## config.mk

```make
export PLATFORM = sky130hd
export DESIGN_NAME = multi_idle_scheduler
export DESIGN_NICKNAME = d
export VERILOG_FILES = /design/src/rtl/multi_idle_scheduler.sv
export SDC_FILE = /design/constraint.sdc
export NUM_CORES = 1
export LEC_CHECK = 0
export ABC_AREA = 1
export BUFFER_PORTS_ARGS = -buffer_cell sky130_fd_sc_hd__buf_2
export CAP_MARGIN = 20
export CORE_ASPECT_RATIO = 0.8
export CORE_MARGIN = 2
export CORE_UTILIZATION = 49
export DETAILED_ROUTE_END_ITERATION = 10
export PLACE_DENSITY = 0.71
export SYNTH_ARGS = -nofsm -noshare
export SYNTH_HDL_FRONTEND = slang
export SYNTH_SLANG_ARGS = --single-unit
```

## constraint.sdc

```tcl
create_clock -name clk -period 5.5 [get_ports clk]
set_input_delay 1.1 -clock clk [delete_from_list [all_inputs] [get_ports clk]]
set_output_delay 1.1 -clock clk [all_outputs]
set_load 0.01 [all_outputs]
```

## src/rtl/multi_idle_scheduler.sv

```systemverilog
`timescale 1ns/1ps
`default_nettype none
// ============================================================================
//  Module   : multi_idle_scheduler
//  Brief    : Watches NUM_CH channels for idle periods. Each channel arms once
//             it has been idle for longer than its threshold and is out of its
//             post-test cooldown. A round-robin FSM hands one armed channel at
//             a time to a BIST engine, and aborts the test if the system
//             reclaims the channel.
//  Revision : 1.0 - initial release
// ============================================================================
module multi_idle_scheduler #(
   parameter int NUM_CH      = 4,
   parameter int TIMER_WIDTH = 16,
   parameter int CD_WIDTH    = 8
) (
   input  logic                          clk,
   input  logic                          rst,
   input  logic [NUM_CH-1:0]             sys_valid,
   input  logic [NUM_CH-1:0]             ch_enable,
   input  logic [NUM_CH*TIMER_WIDTH-1:0] threshold,
   input  logic [CD_WIDTH-1:0]           cooldown,
   output logic [NUM_CH-1:0]             ch_armed,
   output logic                          bist_req,
   output logic [$clog2(NUM_CH)-1:0]     bist_ch,
   input  logic                          bist_ack,
   input  logic                          bist_done,
   output logic                          bist_abort,
   output logic                          busy
);

   localparam int CH_W = $clog2(NUM_CH);
   // One extra bit so the round-robin index can exceed NUM_CH-1 before wrapping
   localparam int IW   = CH_W + 1;

   localparam logic [1:0] S_IDLE  = 2'd0;
   localparam logic [1:0] S_REQ   = 2'd1;
   localparam logic [1:0] S_TEST  = 2'd2;
   localparam logic [1:0] S_ABORT = 2'd3;

   logic [1:0]        state_q, state_d;
   logic              bist_req_q, bist_req_d;
   logic              bist_abort_q, bist_abort_d;
   logic [CH_W-1:0]   bist_ch_q, bist_ch_d;
   logic [CH_W-1:0]   rr_ptr_q, rr_ptr_d;     // first channel of the next search
   logic [NUM_CH-1:0] ch_armed_q;
   logic [NUM_CH-1:0] cd_load;                // test on channel completed normally
   logic [CH_W-1:0]   rr_winner;
   logic              rr_found;
   logic [IW-1:0]     rr_idx;
   logic              sel_valid;
   logic [CH_W-1:0]   next_ptr;

   // System activity on the channel currently handed to the engine
   assign sel_valid = sys_valid[bist_ch_q];
   // Search after a finished or aborted test starts just past that channel
   assign next_ptr  = (bist_ch_q == CH_W'(NUM_CH - 1)) ? '0 : bist_ch_q + CH_W'(1);

   // ------------------------------------------------------------------------
   // Per-channel idle timer, cooldown and arm flag
   // ------------------------------------------------------------------------
   for (genvar i = 0; i < NUM_CH; i++) begin : g_ch
      logic [TIMER_WIDTH-1:0] cnt_q, cnt_d;
      logic [TIMER_WIDTH-1:0] thr;
      logic [CD_WIDTH-1:0]    cd_q, cd_d;
      logic                   armed_q, armed_d;

      assign thr = threshold[i*TIMER_WIDTH +: TIMER_WIDTH];

      // Next idle count / cooldown / arm; decisions use pre-edge values
      always_comb begin
         cnt_d   = cnt_q;
         armed_d = armed_q;
         cd_d    = (cd_q != '0) ? cd_q - CD_WIDTH'(1) : cd_q;
         if (cd_load[i]) begin
            // Completed test: restart the idle window and hold off re-arming
            cd_d    = cooldown;
            cnt_d   = '0;
            armed_d = 1'b0;
         end else if (sys_valid[i] || !ch_enable[i]) begin
            cnt_d   = '0;
            armed_d = 1'b0;
         end else begin
            if (cnt_q < thr) begin
               cnt_d = cnt_q + TIMER_WIDTH'(1);
            end
            armed_d = (cnt_q >= thr) && (cd_q == '0);
         end
      end

      // Per-channel state registers
      always_ff @(posedge clk or posedge rst) begin
         if (rst) begin
            cnt_q   <= '0;
            cd_q    <= '0;
            armed_q <= 1'b0;
         end else begin
            cnt_q   <= cnt_d;
            cd_q    <= cd_d;
            armed_q <= armed_d;
         end
      end

      assign ch_armed_q[i] = armed_q;
   end

   // Round-robin pick: first armed channel at or after rr_ptr_q, wrapping
   always_comb begin
      rr_winner = '0;
      rr_found  = 1'b0;
      rr_idx    = '0;
      for (int k = 0; k < NUM_CH; k++) begin
         rr_idx = {1'b0, rr_ptr_q} + IW'(k);
         if (rr_idx >= IW'(NUM_CH)) begin
            rr_idx = rr_idx - IW'(NUM_CH);
         end
         if (!rr_found && ch_armed_q[rr_idx[CH_W-1:0]]) begin
            rr_found  = 1'b1;
            rr_winner = rr_idx[CH_W-1:0];
         end
      end
   end

   // FSM state and registered outputs
   always_ff @(posedge clk or posedge rst) begin
      if (rst) begin
         state_q      <= S_IDLE;
         bist_req_q   <= 1'b0;
         bist_abort_q <= 1'b0;
         bist_ch_q    <= '0;
         rr_ptr_q     <= '0;
      end else begin
         state_q      <= state_d;
         bist_req_q   <= bist_req_d;
         bist_abort_q <= bist_abort_d;
         bist_ch_q    <= bist_ch_d;
         rr_ptr_q     <= rr_ptr_d;
      end
   end

   // FSM next state; done beats a simultaneous system reclaim in S_TEST
   always_comb begin
      state_d = state_q;
      case (state_q)
         S_IDLE: begin
            if (rr_found) state_d = S_REQ;
         end
         S_REQ: begin
            if (bist_ack && sel_valid) state_d = S_ABORT;
            else if (bist_ack)         state_d = S_TEST;
            else if (sel_valid)        state_d = S_IDLE;
         end
         S_TEST: begin
            if (bist_done)      state_d = S_IDLE;
            else if (sel_valid) state_d = S_ABORT;
         end
         S_ABORT: begin
            if (bist_done) state_d = S_IDLE;
         end
         default: state_d = S_IDLE;
      endcase
   end

   // FSM outputs: request/abort/channel, pointer update, cooldown load
   always_comb begin
      bist_req_d   = bist_req_q;
      bist_abort_d = 1'b0;
      bist_ch_d    = bist_ch_q;
      rr_ptr_d     = rr_ptr_q;
      cd_load      = '0;
      case (state_q)
         S_IDLE: begin
            if (rr_found) begin
               bist_ch_d  = rr_winner;
               bist_req_d = 1'b1;
            end
         end
         S_REQ: begin
            if (bist_ack || sel_valid) begin
               bist_req_d   = 1'b0;
               // Engine already accepted, so it must be told to stop
               bist_abort_d = bist_ack && sel_valid;
            end
         end
         S_TEST: begin
            if (bist_done) begin
               rr_ptr_d           = next_ptr;
               cd_load[bist_ch_q] = 1'b1;
            end else if (sel_valid) begin
               bist_abort_d = 1'b1;
            end
         end
         S_ABORT: begin
            // Aborted test: advance fairness pointer but no cooldown
            if (bist_done) rr_ptr_d = next_ptr;
         end
         default: bist_req_d = 1'b0;
      endcase
   end

   assign ch_armed   = ch_armed_q;
   assign bist_req   = bist_req_q;
   assign bist_abort = bist_abort_q;
   assign bist_ch    = bist_ch_q;
   assign busy       = (state_q != S_IDLE);

endmodule
`default_nettype wire

```

# == Word level (Yosys, flattened, before mapping) ==
# Index checks and enable logic that the tools add are counted.
# classes
addsub,16
order_cmp,18
n_eq_ne,9
mux,70
reduce_logical,45
# ops
operator,count
16-bit two-way mux,12
"16-bit by 1-bit adder with 16-bit output, second input constant",4
16-bit greater-or-equal comparator,4
16-bit < comparator,4
8-bit two-way mux,8
8-bit logical NOT,4
2-bit two-way mux,16
8-bit nonzero test,4
"8-bit by 1-bit subtractor with 8-bit output, second input constant",4
1-bit two-way mux,23
"2-bit by 3-bit < comparator with 1-bit output, second input constant",5
2-bit nonzero test,6
3-bit nonzero test,4
1-bit binary-select mux with 2-bit select,5
"3-bit greater-or-equal comparator, second input constant",3
1-bit logical AND,9
4-bit two-way mux,2
2-bit case mux with 4 select lines,1
"2-bit by 1-bit subtractor with 2-bit output, second input constant",4
1-bit logical NOT,7
"2-bit by 2-bit adder with 3-bit output, second input constant",2
"2-bit equality test, second input constant",3
"2-bit inequality test, second input constant",3
1-bit logical OR,5
14 further kinds,16
# totals
ff_bits,108
out_inout_bits,9

# == Longest topological paths before layout ==
# Gate-level depths: netlist of the first run.
# logic_depth
word_depth,16
depth_mapped,15
ltp_nobuf,14

# == Worst setup path after synthesis of the first run ==
# No wires, ideal clock.
# synth_timing
kind,input to register
from,in threshold[63]
to,reg g_ch[3].cnt_q[7]
setup_time_ps,117
t_arrival_ps,2303
required_ps,5383
slack_ps,3081
cell_stages,9
path_buffers,1
path_cell_list,inv_1 ha_1 a21oi_1 o21ai_0 a21oi_1 nand2_2 buf_2 nand3_1 nand2_1
# synth_via
elab_chain_cells,2
# synth_rtl
item,line,rtl
start: declaration,21,"input logic [NUM_CH*TIMER_WIDTH-1:0] threshold,"
16-bit < comparator,84,if (cnt_q < thr) begin
3-bit nonzero test (no line),-,
end signal: assignment,98,cnt_q <= cnt_d;
end: declaration,63,"logic [TIMER_WIDTH-1:0] cnt_q, cnt_d;"
# No other way between the ends.
# A chain may end at the register's enable or synchronous reset.

# == Final worst setup path of the first run ==
# layout_timing
from,in bist_done
to,reg g_ch[2].cnt_q[3]
# layout_via
elab_chain_cells,3
word_cells_on_any_way,4
classes_between,mux: 3; reduce/logical: 1
# layout_rtl
item,line,rtl
start: declaration,27,"input logic bist_done,"
4-bit two-way mux (*),186,if (bist_done) begin
4-bit two-way mux (*),171,case (state_q)
3-bit nonzero test (no line) or 16-bit two-way mux (tied branches),-,
end signal: assignment,98,
end: declaration,63,
# Every way passes the cells marked *; elsewhere a longest branch is shown, timed or not.

==> impl_metrics.json, run 1 <==
{
  "maxSlewViolCount": 0,
  "cp.arrival_ns": 2.98,
  "drt-total-wl_mm": 21.6,
  "synth_area_sq_um": 9220,
  "crit_required_ns": 5.80,
  "area_delta_synth_final_pct": 9.77,
  "finalHoldViolCount": 0,
  "fin_ws_ns": 2.82,
  "ys_warn_count": 0,
  "die_area_sq_um": 19900,
  "synthArstFlopShare": 1.00,
  "rsz0062_at_grt": "false",
  "netlist-cell-type-count": 47,
  "synth.yosys.seq_area_share": 0.293,
  "portBuffers": 92,
  "synth_cells": 1394,
  "gp_congestion": 0.841,
  "drtIter0Drc": 664,
  "n_antenna_cell": 0,
  "io_pins": 93,
  "dp_hpwl_mm": 16.0,
  "rows": 44,
  "fin_setup_tns_ns": 0,
  "synth_area_leaders": "dfrtp_1 29%, nand2_1 17%, ha_1 11%, nand3_1 8.0%, inv_1 8.0%",
  "max-cap-violations": 0,
  "final_cells": 1724,
  "synth_edf_count": 0,
  "fill_cells": 1843,
  "final.period_utilization": 0.487,
  "cts_max_path_buffers": 2,
  "synth_flop_cell": "dfrtp_1",
  "reg2reg_from": "state_q[0]",
  "syn_avg_cell_area_sq_um": 6.61,
  "grt_max_degree": 74,
  "pre_cts_slack_ns": 2.49,
  "grt_first_pass_wirelength_mm": 36.5,
  "antenna_found_initial": 0,
  "cts_buffers": 9,
  "clk_latency_ns": 0.36,
  "synth_top_area_cell": "dfrtp_1",
  "final_area_sq_um": 10100,
  "cts_tree": "built",
  "drc_errors": 0,
  "fmax_mhz": 373,
  "yosysMostFrequentCell": "nand2_1",
  "r2r_setup_slack_ns": 2.87,
  "placed_area_sq_um": 9780,
  "cts_sinks": 108,
  "wl_per_cell_um": 12.5,
  "peakVddDrop_uv": 153,
  "ant_nets": 0,
  "status": "finished, final reports clean",
  "cp-start-kind": "primary input",
  "synth_top_area_share": 0.293,
  "timing.critical_path.to": "g_ch[2].cnt_q[3]",
  "cts.htree.levels": 3,
  "p_per_area_nw_per_um2": 273,
  "syn_nets": 1559,
  "critPathKind": "in2reg",
  "critPathCaptureType": "flip-flop",
  "ctsHoldBuffers": 0,
  "setup_viol": 0,
  "setup.worst_path.start": "bist_done",
  "finalPower_mw": 2.76,
  "die_y_um": 127,
  "hold_ws_ns": 0.508,
  "dr.pass1.iters": 6,
  "finalCriticalPeriod_ns": 2.68,
  "r2r_cells": 10,
  "vias": 8740,
  "ctsRootBufferMaster": "clkbuf_16",
  "hold_class": "reg2reg",
  "grt_usage": 0.223,
  "start_util": 0.504,
  "ys_ff_latch": 108,
  "grt_pass1_vias": 7808,
  "synth.top_cells.by_count": "406 x nand2_1, 196 x inv_1, 156 x nor2_1, 148 x nand3_1, 108 x dfrtp_1",
  "fin_nets": 1632,
  "worst_slew_pin_slew_ns": 0.950,
  "crit_fanout": 22,
  "via_per_inst": 5.07,
  "maxSlewHeadroom": 0.366,
  "die-width_um": 157,
  "core_area_sq_um": 18300,
  "r2r_end": "g_ch[2].cnt_q[3]",
  "final_util": 0.554,
  "dp.cells": 1708,
  "clkTransAtPathRegs_ns": 0.07,
  "drive_gt1_frac": 0.111,
  "grt_overflow": 0,
  "p_leak_nw": 5.58,
  "cts-resized-gates": 0,
  "cts_setup_buffers": 0,
  "finClkSkew_ns": 0.00624
}
[flip-flops by register name, summed over array words and instances, names as in the netlist]
register and flops:
g_ch.cnt_q 64, g_ch.cd_q 32, g_ch.armed_q 4, bist_ch 2, rr_ptr_q 2, state_q 2
bist_abort 1, bist_req 1
[how the worst min path moves through the flow]
stage,start,to,slack (ns),depth (start not counted)
2_1_floorplan,g_ch[0].cd_q[1],g_ch[0].cd_q[1],0.47,2
3_3_place_gp,bist_req,bist_req,0.46,2
3_5_place_dp,bist_req,bist_req,0.50,2
4_1_cts,bist_req,bist_req,0.51,2
5_1_grt,g_ch[0].cd_q[0],g_ch[0].cd_q[0],0.55,1
6_report,bist_req,bist_req,0.51,2
[placed cells by master, fill, tap and decap left out, drive strengths merged, types with 8 or more instances in the layout]
cell / instances
nor4: 8
ha: 81
xor2: 16
inv: 211
nand3: 151
nor3: 20
o21ai: 44
buf: 94
nand2: 422
nor2: 163
or2: 8
a21oi: 44
clkbuf: 10
nand4: 34
dfrtp: 108
o21bai: 18
[area by class of cell]
cell class | instances | area [sq um] | area share
multi-input cells | 1041 | 5480 | 0.541
flip-flops and latches | 108 | 2700 | 0.267
inverters | 213 | 820 | 0.0810
repair buffers | 94 | 495 | 0.0490
well taps | 253 | 317 | 0.0313
clock buffers | 10 | 229 | 0.0226
clock inverters | 5 | 77.6 | 0.00767
[layer usage]
| metal | wire (um) | track usage | vias to the layer above | part of all wire |
|---|---|---|---|---|
| li1 | - | - | 4609 | - |
| met1 | 11000 | 0.325 | 3915 | 0.51 |
| met2 | 9220 | 0.347 | 203 | 0.43 |
| met3 | 1090 | 0.0372 | 13 | 0.051 |
| met4 | 238 | 0.0519 | 0 | 0.011 |
| met5 | 0 | 0 | - | 0 |
[logic make-up (layout without fill, tap and decap cells)]
logic type      count (synthesis)  in the layout  synth area share
compound gates                121            121            0.0759
xor+xnor                       20             20            0.0190
flops                         108            108             0.293
buf+inv                       245            322             0.113
simple gates                  819            819             0.389
fa+ha+maj                      81             81             0.110
[power by group]
part           total [mW]  switching [mW]  leakage [nW]  internal (mW)
registers            1.06           0.117          1.44          0.944
logic               0.995           0.613          4.00          0.381
clock network       0.702           0.307         0.148          0.396
[worst max-delay path, cell delays in order]
cell and delay (ns):
buf_2 0.12, nand2_2 0.13, nor2_2 0.71, inv_2 0.24, nand2_1 0.16, inv_2 0.15
nand2_4 0.21, nand2_1 0.08, nand2_1 0.07
Note: power is estimated with default switching activity, not from simulation.
==> run 2: changes to the inputs <==
==> constraint.sdc (replaced) <==
create_clock -name clk -period 2.7 [get_ports clk]
set_input_delay 0.54 -clock clk [delete_from_list [all_inputs] [get_ports clk]]
set_output_delay 0.54 -clock clk [all_outputs]
set_load 0.01 [all_outputs]
==> impl_metrics.json, run 2 (synthesis gave the netlist of run 1 again) <==
{
  "critPathCaptureType": "flip-flop",
  "dr.pass1.iters": 5,
  "crit_fanout": 18,
  "fin_setup_tns_ns": 0,
  "n_antenna_cell": 0,
  "r2r_end": "g_ch[3].cnt_q[8]",
  "drt-met1-wl_mm": 10.9,
  "drc_errors": 0,
  "antenna_found_initial": 0,
  "cp.arrival_ns": 2.33,
  "r2r_setup_slack_ns": 0.63,
  "cts_setup_buffers": 0,
  "largest_reg_flops": 64,
  "die_y_um": 127,
  "ant_nets": 0,
  "drt-total-wl_mm": 21.2,
  "seq_power_share": 0.394,
  "p_leak_nw": 5.62,
  "status": "finished, final reports clean",
  "grt_pass1_vias": 7887,
  "p_sw_frac": 0.386,
  "comb_power_share": 0.369,
  "pre_cts_slack_ns": 0.443,
  "wl_per_cell_um": 12.2,
  "maxSlewHeadroom": 0.609,
  "highest_layer": "met4",
  "grt_first_pass_wirelength_mm": 37.0,
  "portBuffers": 92,
  "clk_latency_ns": 0.37,
  "finClkSkew_ns": 0.00997,
  "fmax_mhz": 483,
  "max-cap-violations": 0,
  "grt_max_degree": 41,
  "clock_power_share": 0.237,
  "cts_tree": "built",
  "wl_met3_mm": 1.07,
  "die-width_um": 157,
  "cp-start-kind": "flip-flop",
  "dp_hpwl_mm": 16.2,
  "ctsRootBufferMaster": "clkbuf_16",
  "cts.htree.levels": 3,
  "setup.worst_path.start": "g_ch[3].cnt_q[7]",
  "cts_max_path_buffers": 2,
  "p_per_area_nw_per_um2": 540,
  "area_delta_synth_final_pct": 10.2,
  "rows": 44,
  "r2r_cells": 10,
  "layout_common_cells": "406 x nand2_1, 195 x inv_1, 156 x nor2_1",
  "die_area_sq_um": 19900,
  "peakVddDrop_uv": 343,
  "final.period_utilization": 0.766,
  "grt_overflow": 0,
  "worst_slew_pin_slew_ns": 0.586,
  "fin_ws_ns": 0.631,
  "drtIter0Drc": 581,
  "maxSlewViolCount": 0,
  "drive_gt1_frac": 0.117,
  "setup_viol": 0,
  "io_pins": 93,
  "largest-register": "g_ch.cnt_q",
  "wl_met2_mm": 9.08,
  "fin_nets": 1640,
  "cts_sinks": 108,
  "hold_class": "in2async",
  "cts_buffers": 9,
  "critPathKind": "reg2reg",
  "crit_required_ns": 2.96,
  "vias": 8719,
  "grt_usage": 0.227,
  "layout_commonest_cell": "nand2_1",
  "clkTransAtPathRegs_ns": 0.07,
  "final_util": 0.556,
  "gp_congestion": 0.900,
  "via_per_inst": 5.03,
  "p_int_mw": 3.37,
  "core_area_sq_um": 18300,
  "reg2reg_from": "g_ch[3].cnt_q[7]",
  "ctsHoldBuffers": 0,
  "cts-resized-gates": 0,
  "switchingPower_mw": 2.12,
  "reg_top3": "g_ch.cnt_q x64, g_ch.cd_q x32, g_ch.armed_q x4",
  "finalCriticalPeriod_ns": 2.07,
  "start_util": 0.504,
  "rsz0062_at_grt": "false",
  "finalHoldViolCount": 0
}
## run 2: final cells by class
type	count	area [sq um]
well taps	253	317
repair buffers	102	561
clock buffers	10	239
fillers	1792	8120
inverters	213	821
clock inverters	6	45.0
multi-input cells	1041	5480
flip-flops and latches	108	2700
## run 2: metrics by stage
stage | area [sq um] | hold WS [ns] | std cells | power (mW)
after global placement | 9880 | 0.458 | 1717 | 4.14
after detailed placement | 9880 | 0.460 | 1717 | 4.20
after floorplan | 9220 | 0.470 | 1394 | 3.75
after global routing | 10200 | 0.285 | 1733 | 6.00
after CTS | 10200 | 0.241 | 1733 | 5.52
final | 10200 | 0.232 | 1733 | 5.49
## run 2: power by group through the flow
stage	clock network [mW]	registers (mW)	logic, mW
after floorplan	0	2.13	1.62
after global routing	1.42	2.20	2.38
final	1.30	2.16	2.02
after detailed placement	0	2.18	2.02
after global placement	0	2.18	1.96
after CTS	1.34	2.15	2.03
## run 2: critical path: stages (launching register included)
cell	delay (ns)
dfrtp_1	0.46
ha_1	0.32
nand2_1	0.07
nor2_1	0.20
nand2_1	0.08
nand2_1	0.07
nand2_1	0.09
nand2_2	0.32
nand2_4	0.20
nand2_1	0.10
nand2_1	0.05
## run 2: how the worst max path moves through the flow
stage	slack [ns]	cells after the start	endpoint
final	0.63	10	g_ch[3].cnt_q[8]
after global routing	0.41	9	g_ch[0].armed_q
after CTS	0.60	10	g_ch[3].cnt_q[11]
after detailed placement	0.44	12	g_ch[3].cnt_q[11]
after global placement	0.47	9	g_ch[0].armed_q
after floorplan	0.84	9	g_ch[3].cnt_q[7]
## run 2: layer usage
| layer | vias to the layer above | GRT usage |
|---|---|---|
| met5 | - | 0 |
| met4 | 0 | 0.0428 |
| met3 | 15 | 0.0441 |
| met2 | 184 | 0.346 |
| met1 | 3893 | 0.335 |
| li1 | 4627 | - |
==> run 3: changes to the inputs <==
--- a/config.mk
+++ b/config.mk
@@ -12,7 +12,7 @@
 export CORE_MARGIN = 2
 export CORE_UTILIZATION = 49
 export DETAILED_ROUTE_END_ITERATION = 10
-export PLACE_DENSITY = 0.71
+export PLACE_DENSITY = 0.74
 export SYNTH_ARGS = -nofsm -noshare
 export SYNTH_HDL_FRONTEND = slang
 export SYNTH_SLANG_ARGS = --single-unit
==> constraint.sdc (replaced) <==
create_clock -name clk -period 1.7 [get_ports clk]
set_input_delay 0.34 -clock clk [delete_from_list [all_inputs] [get_ports clk]]
set_output_delay 0.34 -clock clk [all_outputs]
set_load 0.01 [all_outputs]
==> impl_metrics.json, run 3 (synthesis gave the netlist of run 1 again) <==
{
  "status": "finished, final reports clean",
  "cts_sinks": 108,
  "io_pins": 93,
  "via_per_inst": 5.17,
  "drc_errors": 0,
  "finClkSkew_ns": 0.0101,
  "reg_top3": "g_ch.cnt_q x64, g_ch.cd_q x32, g_ch.armed_q x4",
  "hold_class": "in2async",
  "finalHoldViolCount": 0,
  "die-width_um": 157,
  "final.period_utilization": 0.997,
  "cts.htree.levels": 3,
  "largest-register": "g_ch.cnt_q",
  "ant_nets": 0,
  "cts_tree": "built",
  "fin_ws_ns": 0.00566,
  "peakVddDrop_uv": 572,
  "rsz0062_at_grt": "true",
  "antenna_found_initial": 1,
  "setup_viol": 0,
  "clkTransAtPathRegs_ns": 0.08,
  "p_leak_nw": 6.41,
  "p_per_area_nw_per_um2": 781,
  "grt_first_pass_wirelength_mm": 40.1,
  "dp_hpwl_mm": 18.3,
  "ctsRootBufferMaster": "clkbuf_16",
  "grt_max_degree": 25,
  "worst_slew_pin_slew_ns": 0.646,
  "drive_gt1_frac": 0.309,
  "vias": 9738,
  "crit_required_ns": 1.95,
  "portBuffers": 92,
  "cts_max_path_buffers": 2,
  "start_util": 0.504,
  "grt_pass1_vias": 8681,
  "grt_overflow": 0,
  "area_delta_synth_final_pct": 35.2,
  "layout_commonest_cell": "nand2_1",
  "layout_common_cells": "367 x nand2_1, 178 x inv_1, 138 x buf_4",
  "cp.arrival_ns": 1.94,
  "drt-total-wl_mm": 25.7,
  "pre_cts_slack_ns": -0.140,
  "finalCriticalPeriod_ns": 1.69,
  "hold_ws_ns": 0.0607,
  "max-cap-violations": 0,
  "fin_nets": 1791,
  "gp_congestion": 0.932,
  "grt_usage": 0.245,
  "rows": 44,
  "die_y_um": 127,
  "cts_buffers": 9,
  "cp-start-kind": "flip-flop",
  "dr.pass1.iters": 5,
  "maxSlewHeadroom": 0.569,
  "critPathCaptureType": "flip-flop",
  "crit_fanout": 7,
  "wl_per_cell_um": 13.6,
  "n_antenna_cell": 0,
  "fmax_mhz": 590,
  "drtIter0Drc": 846,
  "core_area_sq_um": 18300,
  "die_area_sq_um": 19900,
  "maxSlewViolCount": 0,
  "clk_latency_ns": 0.36,
  "critPathKind": "reg2reg",
  "ctsHoldBuffers": 0,
  "largest_reg_flops": 64
}
==> run 3: cell type report <==
| class | instances | area, sq um |
|---|---|---|
| Fill cell | 1545 | 5810 |
| Clock inverter | 5 | 61.3 |
| Inverter | 213 | 833 |
| Timing Repair Buffer | 250 | 1780 |
| Clock buffer | 10 | 229 |
| Tap cell | 253 | 317 |
| Sequential cell | 108 | 2710 |
| Multi-Input combinational cell | 1044 | 6540 |
==> run 3: what timing repair did <==
item	4_1_cts	5_1_grt
resized for setup	19	223
pin swaps	6	75
buffers inserted	4	25
cloned	1	2
setup endpoints to repair	46	99
==> run 3: path summary, 6_finish.rpt <==
path / start / endpoint / slack [ns] / cells past startpoint
max in group asynchronous: rst / g_ch[2].cnt_q[0] / 1.05 / 3
max: g_ch[3].cnt_q[5] / g_ch[3].cnt_q[9] / 0.006 / 10
max reg2reg: g_ch[3].cnt_q[5] / g_ch[3].cnt_q[9] / 0.006 / 10
min reg2reg: bist_req / bist_req / 0.51 / 2
min in group clk: cooldown[2] / g_ch[0].cd_q[2] / 0.25 / 3
min: rst / bist_abort / 0.06 / 2
==> run 3: report_power, final <==
group | internal, mW | switching, mW | total [mW]
clock | 1.15 | 1.03 | 2.18
sequential | 3.06 | 0.366 | 3.42
combinational | 1.75 | 2.38 | 4.13
total | 5.95 | 3.78 | 9.73
==> run 3: worst max-delay path, stage by stage (launching register included) <==
cell	delay [ns]
dfrtp_1	0.41
ha_4	0.29
nand2_1	0.07
nor2_2	0.16
nand2_1	0.10
nand2_2	0.10
nand2_4	0.08
nand2_8	0.14
nand2_8	0.10
nand2_2	0.08
nand2_1	0.05
==> run 3: per-layer routing <==
metal,track usage,vias up,wire length [um]
met2,0.388,275,12000
met4,0.0572,2,352
met3,0.0413,34,1370
li1,-,4926,-
met1,0.351,4501,12000
met5,0,-,11
==> run 3: stage by stage <==
step                      power, mW  cells   util  instance area [sq um]  setup TNS [ns]
after floorplan                5.96   1394      -                   9220               0
after global placement         6.77   1836  0.591                  10800           -1.79
after detailed placement       6.91   1836  0.591                  10800           -5.07
after CTS                      9.20   1856  0.613                  11200               0
after global routing           10.5   1883  0.682                  12500           -2.66
final                          9.73   1883  0.682                  12500               0
